[src/rtl/ms1205_pkg.sv]
// Shared types and constants for the MS1205 rise-time framer.
package ms1205_pkg;

  typedef enum logic [1:0] {
    FLAG_OK     = 2'b00,
    FLAG_NOECHO = 2'b01,
    FLAG_CLAMP  = 2'b10,
    FLAG_TDCERR = 2'b11
  } dist_flag_e;

  typedef enum logic [1:0] {
    StIdle     = 2'd0,
    StWaitZero = 2'd1,
    StRun      = 2'd2
  } frame_state_e;

  localparam logic [15:0] NO_ECHO = 16'hFFFF;

endpackage

[src/rtl/ms1205_rise_correct.sv]
// Two-stage correction pipeline: stage 1 captures the sample with its frame context,
// stage 2 subtracts the offset, clamps, flags and registers the result.
module ms1205_rise_correct
  import ms1205_pkg::*;
#(
  parameter int unsigned IDX_W = 12
) (
  input  logic             i_clk_50m,
  input  logic             i_rst,
  input  logic             i_valid,
  input  logic [15:0]      i_raw,
  input  logic             i_err,
  input  logic [IDX_W-1:0] i_idx,
  input  logic [15:0]      i_offset,
  input  logic [15:0]      i_dist_max,
  output logic [15:0]      o_data,
  output logic [IDX_W-1:0] o_idx,
  output logic [1:0]       o_flag,
  output logic             o_valid
);

  logic             s1_valid_q;
  logic [15:0]      s1_raw_q;
  logic             s1_err_q;
  logic [IDX_W-1:0] s1_idx_q;
  logic [15:0]      s1_off_q;
  logic [15:0]      s1_max_q;

  logic [16:0]      diff;
  logic [15:0]      data_d;
  dist_flag_e       flag_d;

  logic             valid_q;
  logic [15:0]      data_q;
  logic [IDX_W-1:0] idx_q;
  dist_flag_e       flag_q;

  // Offset and clamp travel with the sample so in-flight points keep their frame's settings.
  always_ff @(posedge i_clk_50m) begin
    if (i_rst) begin
      s1_valid_q <= 1'b0;
      s1_raw_q   <= '0;
      s1_err_q   <= 1'b0;
      s1_idx_q   <= '0;
      s1_off_q   <= '0;
      s1_max_q   <= '0;
    end else begin
      s1_valid_q <= i_valid;
      if (i_valid) begin
        s1_raw_q <= i_raw;
        s1_err_q <= i_err;
        s1_idx_q <= i_idx;
        s1_off_q <= i_offset;
        s1_max_q <= i_dist_max;
      end
    end
  end

  always_comb begin
    diff   = {1'b0, s1_raw_q} - {1'b0, s1_off_q};
    data_d = diff[15:0];
    flag_d = FLAG_OK;
    if (s1_err_q) begin
      data_d = NO_ECHO;
      flag_d = FLAG_TDCERR;
    end else if (s1_raw_q == NO_ECHO) begin
      data_d = NO_ECHO;
      flag_d = FLAG_NOECHO;
    end else if (diff[16]) begin
      data_d = '0;
    end else if (diff[15:0] > s1_max_q) begin
      data_d = s1_max_q;
      flag_d = FLAG_CLAMP;
    end
  end

  always_ff @(posedge i_clk_50m) begin
    if (i_rst) begin
      valid_q <= 1'b0;
      data_q  <= '0;
      idx_q   <= '0;
      flag_q  <= FLAG_OK;
    end else begin
      valid_q <= s1_valid_q;
      if (s1_valid_q) begin
        data_q <= data_d;
        idx_q  <= s1_idx_q;
        flag_q <= flag_d;
      end
    end
  end

  assign o_valid = valid_q;
  assign o_data  = data_q;
  assign o_idx   = idx_q;
  assign o_flag  = flag_q;

endmodule

[src/rtl/ms1205_rise_framer.sv]
// Frames TDC rise samples between revolution-start pulses, indexes them and publishes
// per-frame point, miss and overflow statistics.
module ms1205_rise_framer
  import ms1205_pkg::*;
#(
  parameter int unsigned MAX_PTS = 1800,
  parameter int unsigned IDX_W   = 12
) (
  input  logic             i_clk_50m,
  input  logic             i_rst,
  input  logic             i_zero_sig,
  input  logic             i_tdc_new_sig,
  input  logic [15:0]      i_rise_data,
  input  logic             i_tdc_err_sig,
  input  logic [15:0]      i_zero_offset,
  input  logic [15:0]      i_dist_max,
  output logic [15:0]      o_dist_data,
  output logic [IDX_W-1:0] o_dist_idx,
  output logic [1:0]       o_dist_flag,
  output logic             o_dist_valid,
  output logic             o_frame_done,
  output logic [IDX_W-1:0] o_frame_pts,
  output logic [15:0]      o_frame_miss,
  output logic             o_frame_ovf
);

  localparam logic [IDX_W-1:0] MaxPts = IDX_W'(MAX_PTS);

  frame_state_e     state_q;
  logic [15:0]      offset_q;
  logic [15:0]      dist_max_q;
  logic [IDX_W-1:0] cnt_q;
  logic [15:0]      miss_q;
  logic             ovf_q;

  logic             frame_done_q;
  logic [IDX_W-1:0] frame_pts_q;
  logic [15:0]      frame_miss_q;
  logic             frame_ovf_q;

  logic             frame_start;
  logic             frame_end;
  logic             accept;
  logic             no_echo;
  logic             drop;
  logic [IDX_W-1:0] cnt_eff;
  logic [15:0]      offset_eff;
  logic [15:0]      max_eff;

  // A strobe coinciding with a zero pulse belongs to the new frame: index 0, new settings.
  always_comb begin
    frame_start = i_zero_sig && (state_q == StWaitZero || state_q == StRun);
    frame_end   = i_zero_sig && (state_q == StRun);
    cnt_eff     = frame_start ? '0 : cnt_q;
    offset_eff  = frame_start ? i_zero_offset : offset_q;
    max_eff     = frame_start ? i_dist_max : dist_max_q;
    accept      = i_tdc_new_sig && (frame_start || state_q == StRun) && (cnt_eff < MaxPts);
    drop        = i_tdc_new_sig && (state_q == StRun) && !frame_start && !accept;
    no_echo     = accept && !i_tdc_err_sig && (i_rise_data == NO_ECHO);
  end

  always_ff @(posedge i_clk_50m) begin
    if (i_rst) begin
      state_q      <= StIdle;
      offset_q     <= '0;
      dist_max_q   <= 16'hFFFF;
      cnt_q        <= '0;
      miss_q       <= '0;
      ovf_q        <= 1'b0;
      frame_done_q <= 1'b0;
      frame_pts_q  <= '0;
      frame_miss_q <= '0;
      frame_ovf_q  <= 1'b0;
    end else begin
      case (state_q)
        StIdle:     state_q <= StWaitZero;
        StWaitZero: if (i_zero_sig) state_q <= StRun;
        StRun:      state_q <= StRun;
        default:    state_q <= StIdle;
      endcase

      frame_done_q <= frame_end;
      if (frame_end) begin
        frame_pts_q  <= cnt_q;
        frame_miss_q <= miss_q;
        frame_ovf_q  <= ovf_q;
      end

      if (frame_start) begin
        offset_q   <= i_zero_offset;
        dist_max_q <= i_dist_max;
      end

      if (accept) begin
        cnt_q <= cnt_eff + IDX_W'(1);
      end else if (frame_start) begin
        cnt_q <= '0;
      end

      if (frame_start) begin
        miss_q <= {15'd0, no_echo};
      end else if (no_echo && miss_q != 16'hFFFF) begin
        miss_q <= miss_q + 16'd1;
      end

      if (frame_start) begin
        ovf_q <= 1'b0;
      end else if (drop) begin
        ovf_q <= 1'b1;
      end
    end
  end

  ms1205_rise_correct #(
    .IDX_W(IDX_W)
  ) u_correct (
    .i_clk_50m (i_clk_50m),
    .i_rst     (i_rst),
    .i_valid   (accept),
    .i_raw     (i_rise_data),
    .i_err     (i_tdc_err_sig),
    .i_idx     (cnt_eff),
    .i_offset  (offset_eff),
    .i_dist_max(max_eff),
    .o_data    (o_dist_data),
    .o_idx     (o_dist_idx),
    .o_flag    (o_dist_flag),
    .o_valid   (o_dist_valid)
  );

  assign o_frame_done = frame_done_q;
  assign o_frame_pts  = frame_pts_q;
  assign o_frame_miss = frame_miss_q;
  assign o_frame_ovf  = frame_ovf_q;

endmodule

[config.mk]
export PLATFORM = sky130hd
export DESIGN_NAME = ms1205_rise_framer
export DESIGN_NICKNAME = d
export VERILOG_FILES = /design/src/rtl/ms1205_pkg.sv /design/src/rtl/ms1205_rise_correct.sv /design/src/rtl/ms1205_rise_framer.sv
export SDC_FILE = /design/constraint.sdc
export NUM_CORES = 1
export LEC_CHECK = 0
export CORE_MARGIN = 1.5
export CORE_UTILIZATION = 60
export CTS_CLUSTER_DIAMETER = 200
export DETAILED_ROUTE_END_ITERATION = 12
export PLACE_DENSITY = 0.86
export SLEW_MARGIN = 20
export SYNTH_ARGS = -nofsm -noshare
export SYNTH_HDL_FRONTEND = slang
export SYNTH_HIERARCHICAL = 1
export SYNTH_SLANG_ARGS = --single-unit
[constraint.sdc]
create_clock -name i_clk_50m -period 5.8 [get_ports i_clk_50m]
set_input_delay 1.45 -clock i_clk_50m [delete_from_list [all_inputs] [get_ports i_clk_50m]]
set_output_delay 1.45 -clock i_clk_50m [all_outputs]
set_load 0.01 [all_outputs]
After elaboration in Yosys (flattened, before gate mapping)

Cells that the tools add are included.

Bits in registers: 186
Bits in latches: 0
Bits in writable memories: 0
ROM bits: 0
Bits of input ports: 53
Logic and storage cells: 66
Memories: 0

Add/subtract/negate cells: 3
$mul: 0
Div/mod/pow operators: 0
Order comparisons: 2
Eq/ne operators: 6
Shift-type cells: 0
Mux-type cells: 16
Bitwise logic cells: 0
Reductions and logical operators: 18

Operators by type and width:

| kind                  | count |
|---|---|
| $mux 16               | 6 |
| $eq 16x16->1 const B  | 2 |
| $mux 12               | 2 |
| $sub 16x16->17        | 1 |
| $add 16x1->16 const B | 1 |
| $gt 16x16->1          | 1 |
| $ne 16x16->1 const B  | 1 |
| $add 12x1->12 const B | 1 |
| $lt 12x11->1 const B  | 1 |
| $logic_and 1x1->1     | 10 |
| $mux 2                | 5 |
| $pmux 2 s3            | 1 |
| $logic_not 1->1       | 3 |
| $eq 2x1->1 const B    | 1 |
| $eq 2x2->1 const B    | 1 |
| $logic_not 2->1       | 1 |
| $logic_or 1x1->1      | 2 |
| $mux 1                | 2 |
| $ne 2x2->1 const B    | 1 |
| $reduce_bool 2->1     | 1 |
| $reduce_or 2->1       | 1 |

Logic depth before layout (Yosys ltp)

Word-level depth: 11
Gate-level depth with buffers: 17
Mapped depth without buffers: 16

Modules after synthesis

Netlist, hierarchy kept.

Modules (own cells, without submodules):

| module              | times used | cells each | area an instance (sq um) |
|---|---|---|---|
| ms1205_rise_correct | 1          | 564        | 4984.8 |
| ms1205_rise_framer  | 1          | 443        | 3976.3 |

Worst setup path after synthesis

Ideal clock, no wire load.

Path type: register to register
Start: reg u_correct.s1_raw_q[0]
End: reg u_correct.data_q[5] (netlist: u_correct/o_data[5])
Library setup time: 0.138 ns
Arrival time: 3.411 ns
Slack: 2.251 ns
Stages on the path, launching flop included: 18
Buffers on the path: 1
Cell sequence: dfxtp_1 inv_1 ha_1 inv_1 fa_1 a211oi_2 nor4_4 nor4b_1 nor2_1 xor2_1 ha_1 nand4_1 nor3_1 nand2_1 o221a_2 buf_2 o2111ai_1 o221ai_1

Word-level cells in the longest chain between the ends: 6
Elaborated cells between the ends (all ways): 7

Ends and longest elaborated chain:

| what                   | line                      | RTL |
|---|---|---|
| from (decl)            | ms1205_rise_correct.sv:23 | `logic [15:0] s1_raw_q;` |
| from (signal assigned) | ms1205_rise_correct.sv:50 | `s1_raw_q <= i_raw;` |
| $sub 16x16->17         | ms1205_rise_correct.sv:60 | `diff = {1'b0, s1_raw_q} - {1'b0, s1_off_q};` |
| $gt 16x16->1           | ms1205_rise_correct.sv:71 | `end else if (diff[15:0] > s1_max_q) begin` |
| $mux 16                | ms1205_rise_correct.sv:71 |  |
| $mux 16                | ms1205_rise_correct.sv:69 | `end else if (diff[16]) begin` |
| $mux 16 *              | ms1205_rise_correct.sv:66 | `end else if (s1_raw_q == NO_ECHO) begin` |
| $mux 16 *              | ms1205_rise_correct.sv:63 | `if (s1_err_q) begin` |
| to (signal assigned)   | ms1205_rise_correct.sv:86 | `data_q <= data_d;` |
| to (decl)              | ms1205_rise_correct.sv:34 | `logic [15:0] data_q;` |

Mark *: on every way between the ends. The rest lies on a longest branch, timed or not.
A chain may end at the register's enable or synchronous reset.

Worst setup path in the final report

Start: reg u_correct.s1_raw_q[0]
End: reg u_correct.data_q[2] (netlist: u_correct/o_data[2])

The elaborated chain is that of the path after synthesis.

==> results.py <==
metrics = {
    "outcome": {
        "status": "completed",
    },
    "final_layout": {
        "num-fill-cells": 1076,
        "layout_common_cells": "dfxtp_1, clkdlybuf4s50_1, nand2_1",
        "diodes": 0,
        "fin_area_um2": 10700,
        "utilization": 0.739,
        "area_delta_synth_final_pct": 19.9,
        "nets": 1176,
        "drive_gt1_frac": 0.0838,
        "final_common_cell": "dfxtp_1",
    },
    "critical_path": {
        "path_class": "flop to flop",
        "cp_data_required_time_ns": 6.14,
        "reg2reg_depth": 16,
        "cp-start-kind": "flop",
        "path_max_fanout": 15,
        "r2r-start": "u_correct/s1_raw_q[0]",
        "worstPathArrival_ns": 4.63,
        "cp-startpoint": "u_correct/s1_raw_q[0]",
        "end_kind": "flop",
    },
    "sta": {
        "rsz0062_at_grt": "no",
        "fin_crit_sh": 0.738,
        "setup_viol": 0,
        "fin_crit_ns": 4.28,
        "max_freq_mhz": 234,
        "tightest_slew_ns": 1.03,
        "report.final.hold_viol_count": 0,
        "slew_headroom": 0.309,
        "setup_ws_ns": 1.52,
        "tns_ns": 0,
        "slew_violations": 0,
        "clock_skew_ns": 0.00635,
    },
    "routing": {
        "wl_per_cell_um": 16.9,
        "dr.first_iter.drc_count": 753,
        "route.detailed.drc": 0,
        "wl_um": 21600,
        "via_per_inst": 5.96,
        "drt_first_pass_iters": 7,
        "ant_nets": 0,
        "vias": 7642,
    },
    "placement": {
        "gp_congestion": 0.939,
        "post-place-ws_ns": 1.37,
        "port_buffers": 113,
        "post_dp_cell_area_um2": 10100,
        "dp_hpwl_um": 14800,
    },
    "clocking": {
        "clkLatencyLatePin_ns": 0.44,
        "clockBufferDepth": 2,
        "cts_resized": 0,
        "path_clk_slew_ns": 0.07,
        "cts_buffers": 17,
        "numClockSinks": 186,
        "post_cts_buffers": 0,
        "ctsRootBufferMaster": "clkbuf_16",
        "h-tree-depth": 4,
        "cts-hold-fix-buffers": 0,
        "cts_tree": "done",
    },
    "synth": {
        "ys_ff_latch": 186,
        "synth_edf_count": 0,
        "ys_async_sr_fraction": 0,
        "syn_area_um2": 8960,
        "syn_nets": 1098,
        "yosys_most_used_dff": "dfxtp_1",
        "synth_area_leaders": "dfxtp_1, mux2i_1, ha_1, nand2_1, nor2_1",
        "synth_cell_type_count": 75,
        "synth.largest_area_cell": "dfxtp_1",
        "seq_area_frac_synth": 0.416,
        "syn_area_per_cell_um2": 8.90,
        "syn-instance-count": 1007,
        "synth_top_area_share": 0.416,
        "ys_warn_count": 6,
    },
    "global_routing": {
        "antenna_found_initial": 0,
        "grt_pass1_vias": 7100,
        "grtUsageTotal": 0.271,
        "grt_pass1_wl_um": 34700,
        "grt-ovfl-total": 0,
        "grt_max_degree": 106,
    },
    "hold_path": {
        "hp-start": "o_frame_pts[11]",
        "holdPathStages": 2,
        "hp-class": "flop to flop",
    },
    "floorplanning": {
        "die_h_um": 125,
        "die_area_um2": 15700,
        "dieWidth_um": 125,
        "core_area_um2": 14500,
        "io-pin-count": 114,
        "row_count": 44,
        "start_util": 0.617,
    },
    "pwr": {
        "power_mw": 5.30,
        "p_leak_nw": 3.88,
        "p_per_area_nw_per_um2": 493,
        "irDropWorstVdd_mv": 0.316,
    },
    "run": {
        "maxCapViolCount": 0,
    },
}
cell type report:
type,count,area [um^2],area share
inverters,44,166,0.0155
clock buffers,19,453,0.0421
repair buffers,117,1160,0.108
flip-flops and latches,186,3720,0.346
well taps,184,230,0.0214
clock inverters,13,188,0.0175
multi-input cells,719,4830,0.449
registers in the layout, indices dropped and copies added (netlist names):
register and flops:
dist_max_q 16, miss_q 16, o_frame_miss 16, offset_q 16
u_correct/o_data 16, u_correct/s1_max_q 16, u_correct/s1_off_q 16, u_correct/s1_raw_q 16
cnt_q 12, o_frame_pts 12, u_correct/o_idx 12, u_correct/s1_idx_q 12
state_q 2, u_correct/o_flag 2, o_frame_done 1, o_frame_ovf 1
ovf_q 1, u_correct/o_valid 1, u_correct/s1_err_q 1, u_correct/s1_valid_q 1
synthesized netlist by cell type, types with 6 or more instances:
cell type and count:
o2111ai_1 10, nand2_1 106, o221ai_1 7, xor2_1 6, ha_1 37, mux2_2 32, o21a_1 7, buf_1 9
nor3_1 17, xnor2_1 10, or2_1 11, and3_1 9, and2_1 14, a21o_1 7, dfxtp_1 186, a21boi_0 9
nand3_1 25, nor2b_1 19, mux2i_1 76, o211ai_1 7, nor2_1 103, or3_1 13, inv_1 44, or2_2 6
nand2b_1 6, o21ai_1 18, clkbuf_1 36, buf_2 10, nand4_1 19, a21oi_1 70
worst max-delay path, cell delays in order, from the launching register on:
cell and delay, ns:
dfxtp_1 0.33, inv_1 0.06, ha_1 0.14, inv_1 0.05, fa_1 0.43, a211oi_2 0.38, nor4_4 0.11, nor4b_1 0.35
nor2_1 0.10, xor2_1 0.17, ha_1 0.33, nand4_1 0.18, nor3_1 0.20, nand2_1 0.14, nor2_1 0.81, nor3_1 0.11
o32ai_1 0.29
final timing paths:
check | to | slack (ns)
hold / removal | o_frame_pts[11] | 0.45
setup / recovery | u_correct/o_data[2] | 1.52
hold reg to reg | o_frame_pts[11] | 0.45
setup reg to reg | u_correct/o_data[2] | 1.52
per-layer routing:
metal,vias to the layer above,global-route usage,share of wire
met5,-,0,0
met4,0,0.117,0.029
met3,53,0.0543,0.055
li1,3689,-,-
met2,299,0.432,0.47
met1,3601,0.359,0.44
cells by family after synthesis:
| family | share of synthesized area |
|---|---|
| flip-flops | 0.416 |
| AND/OR/NAND/NOR | 0.207 |
| adder cells (fa/ha/maj) | 0.0539 |
| multiplexers | 0.126 |
| buffers and inverters | 0.0462 |
| XOR/XNOR | 0.0156 |
| AO/OA/AOI/OAI | 0.135 |
where the power goes:
group	total, mW	internal [mW]	switching, mW
clock	1.26	0.748	0.513
combinational	2.51	0.967	1.54
sequential	1.54	1.43	0.109
total	5.30	3.14	2.16
metrics by stage:
stage / hold WS (ns) / instances
floorplan: 0.428 / 1007
global placement: 0.441 / 1250
detailed placement: 0.446 / 1250
CTS: 0.456 / 1282
global route: 0.474 / 1282
finish: 0.453 / 1282
(Power assumes the default switching activity.)
